**config.mk**
```make
export PLATFORM = sky130hd
export DESIGN_NAME = eeprom_write_sequencer
export DESIGN_NICKNAME = d
export VERILOG_FILES = /design/src/rtl/eeprom_write_sequencer.sv
export SDC_FILE = /design/constraint.sdc
export NUM_CORES = 1
export LEC_CHECK = 0
export CAP_MARGIN = 0
export CELL_PAD_IN_SITES_DETAIL_PLACEMENT = 1
export CELL_PAD_IN_SITES_GLOBAL_PLACEMENT = 2
export CORE_UTILIZATION = 35
export DETAILED_ROUTE_END_ITERATION = 10
export GPL_TIMING_DRIVEN = 0
export HOLD_SLACK_MARGIN = 0.15
export PLACE_DENSITY_LB_ADDON = 0.2
export SYNTH_ARGS = -nofsm -noshare
export SYNTH_HDL_FRONTEND = slang
export SYNTH_SLANG_ARGS = --single-unit
```
**constraint.sdc**
```tcl
create_clock -name clk_50M -period 2.9 [get_ports clk_50M]
set_input_delay 0.29 -clock clk_50M [delete_from_list [all_inputs] [get_ports clk_50M]]
set_output_delay 0.29 -clock clk_50M [all_outputs]
set_load 0.005 [all_outputs]
```
**src/rtl/eeprom_write_sequencer.sv**
```systemverilog
// ---------------------------------------------------------------------------
// eeprom_write_sequencer
//
// Feeds single-byte write requests to the I2C EEPROM byte-write engine.
// Requests (16-bit address + 8-bit data) are buffered in a small FIFO and
// launched one at a time. After the engine reports the transfer finished,
// the sequencer waits out the EEPROM internal write-cycle time (tWR) before
// the next launch.
//
// Ports:
//   clk_50M        in   system clock
//   reset          in   synchronous, active-high reset
//   req_valid      in   request present
//   req_ready      out  FIFO can accept (not full)
//   req_address    in   EEPROM byte address of the request
//   req_data       in   byte to write
//   write          out  launch level to the I2C writer
//   write_control  out  constant control byte {4'b1010, DEV_SEL, 1'b0}
//   write_address  out  address of the in-flight request (held)
//   write_data     out  data of the in-flight request (held)
//   write_complete in   writer status: 1 = idle, 0 = transfer running
//   busy           out  sequencer is not idle
//   done_pulse     out  one-cycle pulse at the end of tWR for each request
//   pending        out  FIFO occupancy, 0..DEPTH
//   error          out  sticky watchdog flag
//
// Optional feature macro: EEPROM_SEQ_WATCHDOG_EN
//   When defined, a watchdog aborts a request that stays in LAUNCH/XFER for
//   TIMEOUT_CYCLES clocks, sets the sticky error flag and still observes tWR.
//   When undefined, error is tied low and LAUNCH/XFER wait indefinitely.
// ---------------------------------------------------------------------------
`timescale 1ns/1ps

module eeprom_write_sequencer #(
    parameter int         DEPTH          = 4,
    parameter int         TWR_CYCLES     = 250000,
    parameter logic [2:0] DEV_SEL        = 3'b000,
    parameter int         TIMEOUT_CYCLES = 1000000
) (
    input  logic                   clk_50M,
    input  logic                   reset,
    input  logic                   req_valid,
    output logic                   req_ready,
    input  logic [15:0]            req_address,
    input  logic [7:0]             req_data,
    output logic                   write,
    output logic [7:0]             write_control,
    output logic [15:0]            write_address,
    output logic [7:0]             write_data,
    input  logic                   write_complete,
    output logic                   busy,
    output logic                   done_pulse,
    output logic [$clog2(DEPTH):0] pending,
    output logic                   error
);

    localparam int AW   = $clog2(DEPTH);
    localparam int PW   = AW + 1;
    // One shared counter serves both the tWR wait and the watchdog, so it is
    // sized for the larger of the two limits.
    localparam int CMAX = (TWR_CYCLES > TIMEOUT_CYCLES) ? TWR_CYCLES : TIMEOUT_CYCLES;
    localparam int CW   = $clog2(CMAX + 1);

    localparam logic [CW-1:0] TWR_LAST   = CW'(TWR_CYCLES - 1);
    localparam logic [PW-1:0] FULL_COUNT = PW'(DEPTH);

    typedef enum logic [1:0] {
        S_IDLE,
        S_LAUNCH,
        S_XFER,
        S_TWR
    } state_t;

    state_t          r_state;
    state_t          w_nextState;

    logic [15:0]     r_fifoAddr [DEPTH];
    logic [7:0]      r_fifoData [DEPTH];
    logic [AW-1:0]   r_wrPtr;
    logic [AW-1:0]   r_rdPtr;
    logic [PW-1:0]   r_count;

    logic [CW-1:0]   r_cnt;
    logic [15:0]     r_writeAddress;
    logic [7:0]      r_writeData;

    logic            w_push;
    logic            w_pop;
    logic            w_timeout;
    logic            w_suppressDone;

    assign req_ready     = (r_count != FULL_COUNT);
    assign w_push        = req_valid & req_ready;
    assign pending       = r_count;
    assign busy          = (r_state != S_IDLE);
    assign write_control = {4'b1010, DEV_SEL, 1'b0};
    assign write_address = r_writeAddress;
    assign write_data    = r_writeData;

`ifdef EEPROM_SEQ_WATCHDOG_EN
    localparam logic [CW-1:0] TIMEOUT_LAST = CW'(TIMEOUT_CYCLES - 1);

    logic r_error;
    logic r_aborted;

    assign w_timeout      = ((r_state == S_LAUNCH) || (r_state == S_XFER)) && (r_cnt == TIMEOUT_LAST);
    assign w_suppressDone = r_aborted;
    assign error          = r_error;

    // Watchdog bookkeeping: error is sticky until reset; r_aborted remembers
    // that the current tWR wait follows a timeout so it ends without a
    // done_pulse, and is cleared once the sequencer is back in IDLE.
    always_ff @(posedge clk_50M) begin
        if (reset) begin
            r_error   <= 1'b0;
            r_aborted <= 1'b0;
        end else begin
            if (w_timeout) begin
                r_error   <= 1'b1;
                r_aborted <= 1'b1;
            end else if (r_state == S_IDLE) begin
                r_aborted <= 1'b0;
            end
        end
    end
`else
    assign w_timeout      = 1'b0;
    assign w_suppressDone = 1'b0;
    assign error          = 1'b0;
`endif

    // FIFO storage. Entries need no reset because occupancy is tracked
    // separately and a reset empties the queue logically.
    always_ff @(posedge clk_50M) begin
        if (w_push) begin
            r_fifoAddr[r_wrPtr] <= req_address;
            r_fifoData[r_wrPtr] <= req_data;
        end
    end

    // FIFO pointers and occupancy. DEPTH is a power of two, so the pointers
    // wrap naturally. A simultaneous push and pop leaves the count unchanged.
    always_ff @(posedge clk_50M) begin
        if (reset) begin
            r_wrPtr <= '0;
            r_rdPtr <= '0;
            r_count <= '0;
        end else begin
            if (w_push) begin
                r_wrPtr <= r_wrPtr + 1'b1;
            end
            if (w_pop) begin
                r_rdPtr <= r_rdPtr + 1'b1;
            end
            case ({w_push, w_pop})
                2'b10:   r_count <= r_count + 1'b1;
                2'b01:   r_count <= r_count - 1'b1;
                default: r_count <= r_count;
            endcase
        end
    end

    // The in-flight request is captured on the pop and held until the next
    // pop, because the writer samples address and data live during the
    // transfer.
    always_ff @(posedge clk_50M) begin
        if (reset) begin
            r_writeAddress <= '0;
            r_writeData    <= '0;
        end else if (w_pop) begin
            r_writeAddress <= r_fifoAddr[r_rdPtr];
            r_writeData    <= r_fifoData[r_rdPtr];
        end
    end

    // Per-state cycle counter: cleared on every state entry, saturating so a
    // long wait in LAUNCH never wraps back to zero.
    always_ff @(posedge clk_50M) begin
        if (reset) begin
            r_cnt <= '0;
        end else if (w_nextState != r_state) begin
            r_cnt <= '0;
        end else if (r_cnt != {CW{1'b1}}) begin
            r_cnt <= r_cnt + 1'b1;
        end
    end

    // State register.
    always_ff @(posedge clk_50M) begin
        if (reset) begin
            r_state <= S_IDLE;
        end else begin
            r_state <= w_nextState;
        end
    end

    // Next-state and output decode. In LAUNCH the counter must be non-zero
    // before leaving, which keeps write high for at least two clocks even if
    // write_complete were already low.
    always_comb begin
        w_nextState = r_state;
        w_pop       = 1'b0;
        write       = 1'b0;
        done_pulse  = 1'b0;
        case (r_state)
            S_IDLE: begin
                if ((r_count != '0) && write_complete) begin
                    w_pop       = 1'b1;
                    w_nextState = S_LAUNCH;
                end
            end
            S_LAUNCH: begin
                write = 1'b1;
                if (w_timeout) begin
                    w_nextState = S_TWR;
                end else if (!write_complete && (r_cnt != '0)) begin
                    w_nextState = S_XFER;
                end
            end
            S_XFER: begin
                if (w_timeout || write_complete) begin
                    w_nextState = S_TWR;
                end
            end
            S_TWR: begin
                if (r_cnt == TWR_LAST) begin
                    done_pulse  = !w_suppressDone;
                    w_nextState = S_IDLE;
                end
            end
            default: begin
                w_nextState = S_IDLE;
            end
        endcase
    end

endmodule

```
==> Word-level counts from Yosys, hierarchy flattened <==
Memories as Yosys holds them, arrays and structs flattened. A register that Yosys moved wholly into a read port is not among the register bits.
Cells that the tools add are included.
{ "classes": {"n_addsub": 5, "n_mul": 0, "div_mod_pow": 0, "order_cmp": 0, "eq_ne": 9, "shifts": 0, "n_mux": 13, "bitwise": 1, "reduce_logical": 9} }
{ "ops": {"columns": ["op", "count"], "rows": [
  ["$add 20x1->20 const B", 1],
  ["$eq 20x18->1 const B", 1],
  ["$ne 20x20->1 const B", 1],
  ["$reduce_bool 20->1", 1],
  ["$mux 2", 4],
  ["$pmux 2 s4", 1],
  ["$mux 1", 7],
  ["$eq 2x2->1 const B", 3],
  ["$pmux 3 s2", 1],
  ["$add 2x1->2 const B", 2],
  ["$eq 2x1->1 const B", 2],
  ["$reduce_bool 2->1", 2],
  ["$add 3x1->3 const B", 1],
  ["$ne 3x3->1 const B", 1],
  ["$reduce_bool 3->1", 1],
  ["$sub 3x1->3 const B", 1],
  ["$logic_and 1x1->1", 2],
  ["$logic_not 2->1", 1],
  ["$ne 2x2->1", 1],
  ["$reduce_or 2->1", 1],
  ["$and 1x1->1", 1],
  ["$logic_not 1->1", 1]
]} }
{ "word_totals": {"register_bits": 29, "latch_bits": 0, "ramBits": 96, "romBits": 0, "in_bits": 28, "out_inout_bits": 40, "elab_cells": 44, "memories": 2} }
{ "mem_list": {"columns": ["name", "depth", "word_bits", "read_ports", "rd_ports_with_merged_regs", "wr", "line_no", "rtl"], "rows": [
  ["r_fifoAddr", 4, 16, 1, 1, 1, "77", "logic [15:0] r_fifoAddr [DEPTH];"],
  ["r_fifoData", 4, 8, 1, 1, 1, "78", "logic [7:0] r_fifoData [DEPTH];"]
]} }

==> Longest topological paths before layout <==
{ "logic_depth": {"ltp_word": 6, "depth_mapped": 11, "mapped_depth_nobuf": 10} }

==> Least setup slack after synthesis <==
OpenSTA, ideal clock, no wires.
{ "synth_timing": {"path_kind": "reg2reg", "startpoint": "register r_state[1]", "endpoint": "register r_count[2] (netlist: pending[2])", "setup_ns": 0.070, "arrival_ns": 2.699, "required_time_ns": 2.830, "setup_slack_ns": 0.130, "path_stages_with_launch": 12, "path_buffers": 2, "period_less_slack_ns": 2.770, "path_cell_list": "dfxtp_1 -> or2_2 -> or3b_2 -> clkbuf_1 -> inv_2 -> buf_2 -> ha_1 -> inv_1 -> fa_1 -> xor2_1 -> or3_1 -> a21oi_1"} }
{ "synth_via": {"elab_chain_len": 4, "word_cells_on_any_way": 6, "cone_classes": "eq/ne (2); mux (2); reduce/logical (2)"} }
{ "synth_rtl": {"columns": ["item", "line_no", "rtl"], "rows": [
  ["start: declaration", "74", "state_t r_state;"],
  ["start signal: assignment", "193", "r_state <= w_nextState;"],
  ["$logic_not 2->1 *", "205", "case (r_state)"],
  ["$mux 1 *", "205", null],
  ["via w_pop", "88", "logic w_pop;"],
  ["$eq 2x1->1 or $eq 2x2->1 (tied branches)", "155", "case ({w_push, w_pop})"],
  ["$pmux 3 s2 or $reduce_bool 2->1 (tied branches)", null, null],
  ["end signal: assignment", "156", "2'b10: r_count <= r_count + 1'b1;"],
  ["end signal: assignment", "157", "2'b01: r_count <= r_count - 1'b1;"],
  ["end signal: assignment", "158", "default: r_count <= r_count;"],
  ["end: declaration", "81", "logic [PW-1:0] r_count;"]
]} }
The timed path passes the listed nets; every way through them passes the cells marked *.
A chain may end at the register's enable or synchronous reset.

==> Worst setup path after layout <==
Ends and elaborated chain as after synthesis.

==> summary.md <==
- **run status** finished clean
- **leakage power figure** 0.002500 uW
- **CTS HTree Levels** 4
- **number of pins exceeding their max-slew limit in the final report** 0
- **Final ANT Viol Nets** 0
- **headroom to the max-slew limit** 11.48%
- **Power Internal** 4731 uW
- **Hold Crit Class** primary input to flop
- **overall routed net length** 12870 um
- **share of the synthesized area in the top cell type** 48.04%
- **antenna violations before repair** 1
- **area of the die** 17670 sq um
- **worst-margin pin slew** 1.328 ns
- **clock buffers created by TritonCTS** 17
- **share of the cycle needed by the critical path after routing** 95.23%
- **Clk pwr share** 36.0%
- **sort of element at the end of the critical path** flop
- **net switching fraction of the power** 26.31%
- **Final Util** 45.16%
- **maximum capacitance violations** 0
- **die height** 132.9 um
- **Site Rows** 47
- **WP data required** 3.24 ns
- **Area Overhead vs Synth** 25.25%
- **sequential share of the synthesized area** 65.72%
- **switching power** 1689 uW
- **Arrival @ worst endpoint** 3.10 ns
- **time the final worst path needs with I/O delays and setup** 2.762 ns
- **number of violations reported at the end of detailed-routing iteration 0** 158
- **setup repair after global routing missed its margin** false
- **Clock Sinks** 149
- **flip-flop cell with the highest count after synthesis** edfxtp_1
- **final setup margin** 0.1384 ns
- **Setup WS pre-CTS** -0.6005 ns
- **critical path class** flop to flop
- **gate count of the mapped netlist** 437
- **aggregate global-route resource usage** 15.94%
- **dominant cells by area after synthesis** edfxtp_1 48%, dfxtp_1 18%, mux4_2 9.0%
- **detailed-route wire length per cell** 17.06 um
- **most common cell after layout, fill and taps aside** edfxtp_1
- **drc violations** 0
- **detailed-route via count** 3710
- **layout net count** 557
- **number of port buffers** 57
- **post-synth design cell area** 6001 sq um
- **most frequent cells in the layout** 96 x edfxtp_1, 59 x nand2_1, 57 x clkdlybuf4s50_1, 53 x dfxtp_1, 33 x a21oi_1
- **Worst setup SP type** flop
- **power per unit of standard cell area** 854.1 nW/um^2
- **first-pass iteration count of the detailed router** 4
- **CTS tree** done
- **maximum resistive drop on vdd** 0.0004874 V
- **leftover overflow at the end of global routing** 0
- **largest net degree at the start of global routing** 25
- **routability congestion estimate from global placement** 0.7514
- **Sequential Power Share** 41.6%
- **hold_ws** 0.2505 ns
- **post-synthesis async set-or-reset flop share** 0%
- **Final setup violation count** 0
- **wire length of the first global-routing pass** 20870 um
- **core region area** 16640 sq um
- **I/O pin cnt** 68
- **vias in the first global route** 3820
- **Setup TNS Final** 0 ns
- **Post-Route Skew** 0.008189 ns
- **maximum buffer depth of the clock tree** 2
- **post-synthesis cell type with the largest combined area** edfxtp_1
- **count of endpoints failing hold in the final timing report** 0
- **average footprint of a synthesized cell** 13.73 sq um
- **total power** 6420 uW
- **maximum frequency from static timing analysis** 0.3621 GHz
- **dpl hpwl** 8481 um
- **fraction of layout instances using a drive strength above 1** 17.07%
- **later-pin clock latency in the skew report** 0.42 ns
- **maximum fanout count along the critical path** 10
- **horizontal die dimension** 132.9 um
- **YS warnings** 0
- **count of unique library cells instantiated by Yosys** 47
- **cell chosen for the clock root** clkbuf_16
- **vias per std cell** 4.920
- **number of enable flip-flop cells after synthesis** 96
- **clock-pin slew reported for the worst setup and hold paths after clock tree synthesis** 0.06 ns
- **post-synthesis register bit count** 149
- **portion of total power attributed to combinational logic** 22.4%
- **starting utilization of the core area** 36.06%
==> registers in the layout, summed over array words and instances, names as in the netlist <==
name           flops
write_address     16
write_data         8
r_state            2
r_rdPtr            2
r_fifoAddr        64
pending            3
r_cnt             20
r_wrPtr            2
r_fifoData        32
==> metrics by stage <==
step | instance area (sq um) | std cells
finish | 7516 | 754
detailed placement | 6873 | 721
floorplan | 6027 | 444
global placement | 6873 | 721
CTS | 7502 | 752
global route | 7513 | 753
==> worst max-delay path: stages, from the launching register on <==
cell     delay [ns]
dfxtp_1        0.37
or2_2          0.31
or3b_4         0.46
inv_2          0.10
buf_4          0.20
ha_1           0.20
inv_1          0.07
fa_1           0.38
xor2_1         0.16
or3_1          0.30
a21oi_1        0.14
==> worst paths after layout <==
kind,startpoint,end,slack [ns],depth (start not counted)
setup / recovery,r_state[1],pending[2],0.14,10
hold / removal,reset,write_address[14],0.25,2
setup reg to reg,r_state[1],pending[2],0.14,10
hold reg to reg,write_data[0],write_data[0],0.45,2
==> kinds of logic (layout without fill, tap and decap cells) <==
| group | after synthesis | in the layout | synth area share, % |
|---|---|---|---|
| muxes | 26 | 26 | 9.341 |
| xor gates and xnor gates | 11 | 11 | 1.605 |
| DFF | 149 | 149 | 65.72 |
| other | 2 | 10 | 0.1252 |
| AOI/OAI and AO/OA | 53 | 53 | 5.671 |
| and+or+nand+nor | 145 | 145 | 12.28 |
| buffers and inverters | 43 | 132 | 3.461 |
| adders and majority gates | 8 | 8 | 1.793 |
==> power by group through the flow <==
stage	sequential, uW	clock (uW)	combinational (uW)
floorplan	2700	0	882
global placement	2710	0	1430
detailed placement	2720	0	1460
CTS	2680	2370	1480
global route	2710	2450	1600
finish	2670	2310	1440
==> cell type report <==
cell class	count	area, sq um
Antenna cell	1	2.502
Tap cell	220	275.3
Sequential cell	149	3944
Fill cell	1721	9126
Clock buffer	20	446.7
Clock inverter	11	173.9
Buffer	29	157.7
Timing Repair Buffer	59	585.6
Inverter	13	48.80
Multi-Input combinational cell	252	1882
==> layer usage <==
metal  vias up  share of wire [%]  global-route usage, %
met4         0                1.7                  6.705
met3        13                3.4                  3.755
met2        64                 48                  25.13
met5         -                  0                      0
met1      1862                 47                  21.05
li1       1771                  -                      -
==> synthesized netlist by cell type, drive strengths merged, types with 2 or more instances <==
| cell type | count |
|---|---|
| a31oi | 5 |
| nor4 | 5 |
| o21ai | 3 |
| nand3 | 14 |
| nand4 | 8 |
| edfxtp | 96 |
| xor2 | 5 |
| mux4 | 24 |
| and3 | 8 |
| conb | 2 |
| a211oi | 7 |
| dfxtp | 53 |
| nor3 | 9 |
| inv | 13 |
| mux2i | 2 |
| nor3b | 3 |
| o211ai | 2 |
| nor2 | 25 |
| or2 | 2 |
| or4 | 2 |
| or3 | 3 |
| nand2b | 2 |
| clkbuf | 14 |
| nand2 | 59 |
| buf | 16 |
| ha | 7 |
| xnor2 | 6 |
| a21oi | 33 |
==> timing repair <==
action	in CTS	in global routing
setup buffers	1	1
endpoints found under the hold margin	0	0
pin swaps	0	1
endpoints found under the setup margin	2	1
hold buffers	0	0
resized for setup	2	0
Note: power is estimated with default switching activity, not from simulation.
